[src/rtl/bitmanip_issue.sv]
`default_nettype none
// ============================================================================
// Module   : bitmanip_issue
// Purpose  : Registered issue stage with a 2-entry skid buffer that decodes
//            Zbkb-class instructions into the bitmanip unit's op code.
// Revision : 1.0 - initial release
// ============================================================================
module bitmanip_issue #(
  parameter int XLEN     = 32,
  parameter int OP_WIDTH = 5
) (
  input  logic                clk,
  input  logic                rst,
  input  logic                flush,
  input  logic                in_valid,
  output logic                in_ready,
  input  logic [31:0]         in_instr,
  input  logic [XLEN-1:0]     in_rs1,
  input  logic [XLEN-1:0]     in_rs2,
  output logic                out_valid,
  input  logic                out_ready,
  output logic [XLEN-1:0]     rs1_out,
  output logic [XLEN-1:0]     rs2_out,
  output logic [OP_WIDTH-1:0] op_out,
  output logic                illegal_out
);

  localparam int c_PW   = 1 + OP_WIDTH + 2 * XLEN;
  localparam bit c_IS64 = (XLEN == 64);

  localparam logic [6:0] c_OPC_OP       = 7'b0110011;
  localparam logic [6:0] c_OPC_OP32     = 7'b0111011;
  localparam logic [6:0] c_OPC_OPIMM    = 7'b0010011;
  localparam logic [6:0] c_OPC_OPIMM32  = 7'b0011011;
  localparam logic [6:0] c_F7_ROT       = 7'b0110000;
  localparam logic [6:0] c_F7_NEG       = 7'b0100000;
  localparam logic [6:0] c_F7_PACK      = 7'b0000100;
  localparam logic [11:0] c_IMM_BREV8   = 12'h687;
  localparam logic [11:0] c_IMM_REV8    = c_IS64 ? 12'h6B8 : 12'h698;
  localparam logic [11:0] c_IMM_ZIP     = 12'h08F;

  localparam logic [OP_WIDTH-1:0] c_OP_ROL   = OP_WIDTH'(1);
  localparam logic [OP_WIDTH-1:0] c_OP_ROLW  = OP_WIDTH'(2);
  localparam logic [OP_WIDTH-1:0] c_OP_ROR   = OP_WIDTH'(3);
  localparam logic [OP_WIDTH-1:0] c_OP_RORI  = OP_WIDTH'(4);
  localparam logic [OP_WIDTH-1:0] c_OP_RORIW = OP_WIDTH'(5);
  localparam logic [OP_WIDTH-1:0] c_OP_RORW  = OP_WIDTH'(6);
  localparam logic [OP_WIDTH-1:0] c_OP_ANDN  = OP_WIDTH'(7);
  localparam logic [OP_WIDTH-1:0] c_OP_ORN   = OP_WIDTH'(8);
  localparam logic [OP_WIDTH-1:0] c_OP_XNOR  = OP_WIDTH'(9);
  localparam logic [OP_WIDTH-1:0] c_OP_PACK  = OP_WIDTH'(10);
  localparam logic [OP_WIDTH-1:0] c_OP_PACKH = OP_WIDTH'(11);
  localparam logic [OP_WIDTH-1:0] c_OP_PACKW = OP_WIDTH'(12);
  localparam logic [OP_WIDTH-1:0] c_OP_BREV8 = OP_WIDTH'(13);
  localparam logic [OP_WIDTH-1:0] c_OP_REV8  = OP_WIDTH'(14);
  localparam logic [OP_WIDTH-1:0] c_OP_ZIP   = OP_WIDTH'(15);
  localparam logic [OP_WIDTH-1:0] c_OP_UNZIP = OP_WIDTH'(16);

  logic [6:0]          w_opc;
  logic [2:0]          w_f3;
  logic [6:0]          w_f7;
  logic [11:0]         w_imm;
  logic [OP_WIDTH-1:0] w_op;
  logic [XLEN-1:0]     w_rs2;
  logic [c_PW-1:0]     w_in_pkt;
  logic                w_unused;

  assign w_opc    = in_instr[6:0];
  assign w_f3     = in_instr[14:12];
  assign w_f7     = in_instr[31:25];
  assign w_imm    = in_instr[31:20];
  assign w_unused = ^{in_instr[19:15], in_instr[11:7]};

  always_comb begin
    w_op  = '0;
    w_rs2 = in_rs2;
    case (w_opc)
      c_OPC_OP: begin
        if (w_f7 == c_F7_ROT) begin
          if (w_f3 == 3'b001)      w_op = c_OP_ROL;
          else if (w_f3 == 3'b101) w_op = c_OP_ROR;
        end else if (w_f7 == c_F7_NEG) begin
          if (w_f3 == 3'b111)      w_op = c_OP_ANDN;
          else if (w_f3 == 3'b110) w_op = c_OP_ORN;
          else if (w_f3 == 3'b100) w_op = c_OP_XNOR;
        end else if (w_f7 == c_F7_PACK) begin
          if (w_f3 == 3'b100)      w_op = c_OP_PACK;
          else if (w_f3 == 3'b111) w_op = c_OP_PACKH;
        end
      end
      c_OPC_OP32: begin
        if (c_IS64) begin
          if (w_f7 == c_F7_ROT && w_f3 == 3'b001)       w_op = c_OP_ROLW;
          else if (w_f7 == c_F7_ROT && w_f3 == 3'b101)  w_op = c_OP_RORW;
          else if (w_f7 == c_F7_PACK && w_f3 == 3'b100) w_op = c_OP_PACKW;
        end
      end
      c_OPC_OPIMM: begin
        if (w_f3 == 3'b101) begin
          // 6-bit shamt; bit 25 set is only meaningful on a 64-bit datapath
          if (in_instr[31:26] == 6'b011000 && (c_IS64 || !in_instr[25])) begin
            w_op  = c_OP_RORI;
            w_rs2 = {{(XLEN-6){1'b0}}, in_instr[25:20]};
          end else if (w_imm == c_IMM_BREV8) begin
            w_op = c_OP_BREV8;
          end else if (w_imm == c_IMM_REV8) begin
            w_op = c_OP_REV8;
          end else if (w_imm == c_IMM_ZIP && !c_IS64) begin
            w_op = c_OP_UNZIP;
          end
        end else if (w_f3 == 3'b001) begin
          if (w_imm == c_IMM_ZIP && !c_IS64) w_op = c_OP_ZIP;
        end
      end
      c_OPC_OPIMM32: begin
        if (c_IS64 && w_f7 == c_F7_ROT && w_f3 == 3'b101) begin
          w_op  = c_OP_RORIW;
          w_rs2 = {{(XLEN-5){1'b0}}, in_instr[24:20]};
        end
      end
      default: w_op = '0;
    endcase
  end

  assign w_in_pkt = {(w_op == '0), w_op, in_rs1, w_rs2};

  logic            r_main_v;
  logic            r_skid_v;
  logic            r_in_ready;
  logic [c_PW-1:0] r_main_pkt;
  logic [c_PW-1:0] r_skid_pkt;

  logic w_acc;
  logic w_main_free;
  logic w_ld_main_in;
  logic w_ld_main_skid;
  logic w_ld_skid;
  logic w_main_v_nxt;
  logic w_skid_v_nxt;

  assign in_ready = r_in_ready & ~rst;

  always_comb begin
    w_acc          = in_valid & in_ready;
    w_main_free    = ~r_main_v | out_ready;
    w_ld_main_skid = w_main_free & r_skid_v & ~flush;
    w_ld_main_in   = w_main_free & ~r_skid_v & w_acc & ~flush;
    w_ld_skid      = w_acc & ~w_ld_main_in & ~flush;
    w_main_v_nxt   = w_main_free ? (r_skid_v | w_acc) : 1'b1;
    w_skid_v_nxt   = w_ld_skid ? 1'b1 : (w_ld_main_skid ? 1'b0 : r_skid_v);
    if (flush) begin
      w_main_v_nxt = 1'b0;
      w_skid_v_nxt = 1'b0;
    end
  end

  always_ff @(posedge clk) begin
    if (rst) begin
      r_main_v   <= 1'b0;
      r_skid_v   <= 1'b0;
      r_in_ready <= 1'b1;
      r_main_pkt <= '0;
      r_skid_pkt <= '0;
    end else begin
      r_main_v   <= w_main_v_nxt;
      r_skid_v   <= w_skid_v_nxt;
      r_in_ready <= ~w_skid_v_nxt;
      if (w_ld_main_in)
        r_main_pkt <= w_in_pkt;
      else if (w_ld_main_skid)
        r_main_pkt <= r_skid_pkt;
      if (w_ld_skid)
        r_skid_pkt <= w_in_pkt;
    end
  end

  assign out_valid = r_main_v;
  assign {illegal_out, op_out, rs1_out, rs2_out} = r_main_pkt;

endmodule
`default_nettype wire

[config.mk]
export PLATFORM = sky130hd
export DESIGN_NAME = bitmanip_issue
export DESIGN_NICKNAME = d
export VERILOG_FILES = /design/src/rtl/bitmanip_issue.sv
export SDC_FILE = /design/constraint.sdc
export NUM_CORES = 1
export LEC_CHECK = 0
export ABC_CLOCK_PERIOD_IN_PS = 2100
export CORE_ASPECT_RATIO = 1.4
export CORE_MARGIN = 3
export CORE_UTILIZATION = 48
export CTS_CLUSTER_DIAMETER = 30
export DETAILED_ROUTE_END_ITERATION = 8
export GPL_ROUTABILITY_DRIVEN = 1
export HOLD_SLACK_MARGIN = 0.03
export PLACE_DENSITY = 0.87
export SLEW_MARGIN = 20
export SYNTH_ARGS = -nofsm -noshare
export SYNTH_HDL_FRONTEND = slang
export SYNTH_SLANG_ARGS = --single-unit
[constraint.sdc]
create_clock -name clk -period 2.1 [get_ports clk]
set_input_delay 0.21 -clock clk [delete_from_list [all_inputs] [get_ports clk]]
set_output_delay 0.21 -clock clk [all_outputs]
set_load 0.05 [all_outputs]
==> results.cfg <==
[synthesis]
synth_top_area_cell = dfxtp_1
synth.top_cell.area_share = 0.474
synth_area_sq_um = 6040
netlist_instances = 775
synth_commonest_cells = nand2_1 (246), dfxtp_1 (143), a21oi_1 (98)
synth_seq_area_share = 0.474
synthFlopType = dfxtp_1
async_flop_share = 0
yosysMostFrequentCell = nand2_1
ys_seq_elements = 143
synth_cell_types = 46
synth_edf_count = 0
synthTopCellsByArea = dfxtp_1 (47%), nand2_1 (15%), a311oi_1 (9.6%)
synth_nets = 876
synth_warnings = 0
syn_avg_cell_area_sq_um = 7.79

[global_routing]
grt_max_degree = 99
grt_pass1_vias = 6111
grt_antenna_before_repair = 0
grt-ovfl-total = 0
grt_pass1_wl_mm = 28.5
grt.total_usage = 0.245

[setup_path]
crit_chain = clkdlybuf4s50_1 > or3b_1 > nor3_2 > nand4_2 > buf_4 > a21oi_1 > a311oi_1
r2r-end = r_skid_pkt[15]
crit_cells = 7
rr_startpoint = out_valid
crit_type = primary input to register
cp_top_family = buffers and inverters
cp_data_required_time_ns = 2.35
endpoint_kind = register
cp_slowest_cell = clkdlybuf4s50_1
cp_max_fo = 54
crit_arrival_ns = 2.18
slowest_delay_ns = 0.47
r2r_slack_ns = 0.25
start_kind = primary input
crit_buf_inv = 2
reg2reg_depth = 6

[sta]
min_period_ns = 1.93
max_slew.worst_pin.slew_ns = 0.991
clock.fmax_mhz = 519
period_share = 0.918
slew_headroom = 0.339
setup_violations = 0
slew_viol_final = 0
timing.final.hold_violations = 0
rsz0062_at_grt = no
finClkSkew_ns = 0.00459
fin_tns_setup_ns = 0

[placement]
port_buffers = 162
place_area_sq_um = 8060
gp_congestion = 0.876
dp_hpwl_mm = 11.4

[clock_network]
htreeDepth = 4
cts-root-buf = clkbuf_16
cts-resized-gates = 0
clkLatencyLatePin_ns = 0.41
path_clk_slew_ns = 0.06
cts_tree = yes
cts.path.max_buffers = 2
ctsHoldBuffers = 0
cts_buffers = 17
clock-sinks = 143
post-cts-setup-buffers = 0

[detailed_routing]
drcViolationCount = 0
drt-total-wl_mm = 17.2
via_count = 6235
viasPerCell = 5.69
ant_nets = 0
drtIter0Drc = 362
wl_per_cell_um = 15.7
drtPass1Iterations = 5

[final_layout]
area_delta_synth_final_pct = 43.1
drive_above_1_share = 0.0981
finish.utilization = 0.716
final.fill_count = 933
nNetsFinal = 1036
antenna_cells = 0
final_cell_area_sq_um = 8640

[job]
max_cap_violations = 0

[floorplanning]
die_w_um = 101
die_h_um = 139
floorplan.initialDensity = 0.501
io_pins = 173
placementRows = 47
fp.coreArea_sq_um = 12100
dieArea_sq_um = 14000

[status]
status = completed

[worst_hold_path]
whs_endpoint = r_in_ready
hold_depth = 4
hold_path_class = primary input to register
hp-start = rst

[pwr]
p_leak_nw = 2.92
p_per_area_nw_per_um2 = 770
finalPower_mw = 6.65
vdd_drop_max_mv = 0.465
kinds of logic after synthesis:
| family | synth area share |
|---|---|
| DFF | 0.474 |
| AOI/OAI and AO/OA | 0.207 |
| and+or+nand+nor | 0.264 |
| xor gates and xnor gates | 0.00145 |
| muxes | 0.00933 |
| buffers and inverters | 0.0446 |
area by class of cell:
type | count | area, sq um | area share
clock buffer | 19 | 443 | 0.0513
inverter | 2 | 7.51 | 0.000869
clock inverter | 13 | 139 | 0.0161
tap | 147 | 184 | 0.0213
multi-input combinational | 564 | 2920 | 0.338
timing repair buffer | 207 | 2080 | 0.241
sequential | 143 | 2860 | 0.332
flip-flops by register name, summed over array words and instances (netlist names):
| register | flops |
|---|---|
| out_valid | 1 |
| r_in_ready | 1 |
| r_main_pkt | 70 |
| r_skid_pkt | 70 |
| r_skid_v | 1 |
per-layer routing:
metal	track usage	vias up	routed length [um]
met5	0	-	0
met4	0.112	0	442
met3	0.0518	35	982
met2	0.425	222	9090
met1	0.284	2939	6690
li1	-	3039	-
where the power goes:
| part | internal (mW) | switching (mW) |
|---|---|---|
| Sequential | 2.79 | 0.0429 |
| Combinational | 0.376 | 0.500 |
| Clock | 1.78 | 1.16 |
worst register-to-register path, stage by stage (launching register included):
cell     delay [ns]
dfxtp_2        0.33
nor2b_1        0.17
nor2_1         0.07
or4_2          0.67
buf_4          0.25
nand2_1        0.10
a21oi_1        0.08
stage by stage:
stage	setup slack, ns	hold slack, ns	cells
2_1_floorplan	0.0322	0.346	775
3_3_place_gp	-0.178	0.441	1063
3_5_place_dp	-0.215	0.447	1063
4_1_cts	0.209	0.204	1095
5_1_grt	0.0597	0.234	1095
6_report	0.172	0.226	1095
placed cells by master (no fill, tap or decap), types with 3 or more instances in the layout:
cell and instances:
mux2_2 5, a21oi_1 98, buf_4 37, nand4bb_1 3
a311oi_1 66, nor2b_1 6, o21ai_0 3, nand4_1 4
nor4_1 3, clkinv_4 3, nor2_1 50, dfxtp_1 142
buf_12 10, and3_1 3, nor3_1 3, nand3_1 31
clkinv_2 4, nand2_1 246, clkdlybuf4s50_1 160, clkbuf_16 17
a211oi_1 7
worst max path at each step:
stage / from / endpoint
detailed placement: in_instr[4] / r_main_pkt[15]
finish: in_instr[4] / r_main_pkt[29]
global route: in_instr[25] / r_main_pkt[65]
floorplan: out_valid / r_skid_pkt[48]
CTS: in_instr[25] / r_main_pkt[68]
global placement: in_instr[25] / r_main_pkt[65]
Note: power is estimated with default switching activity, not from simulation.
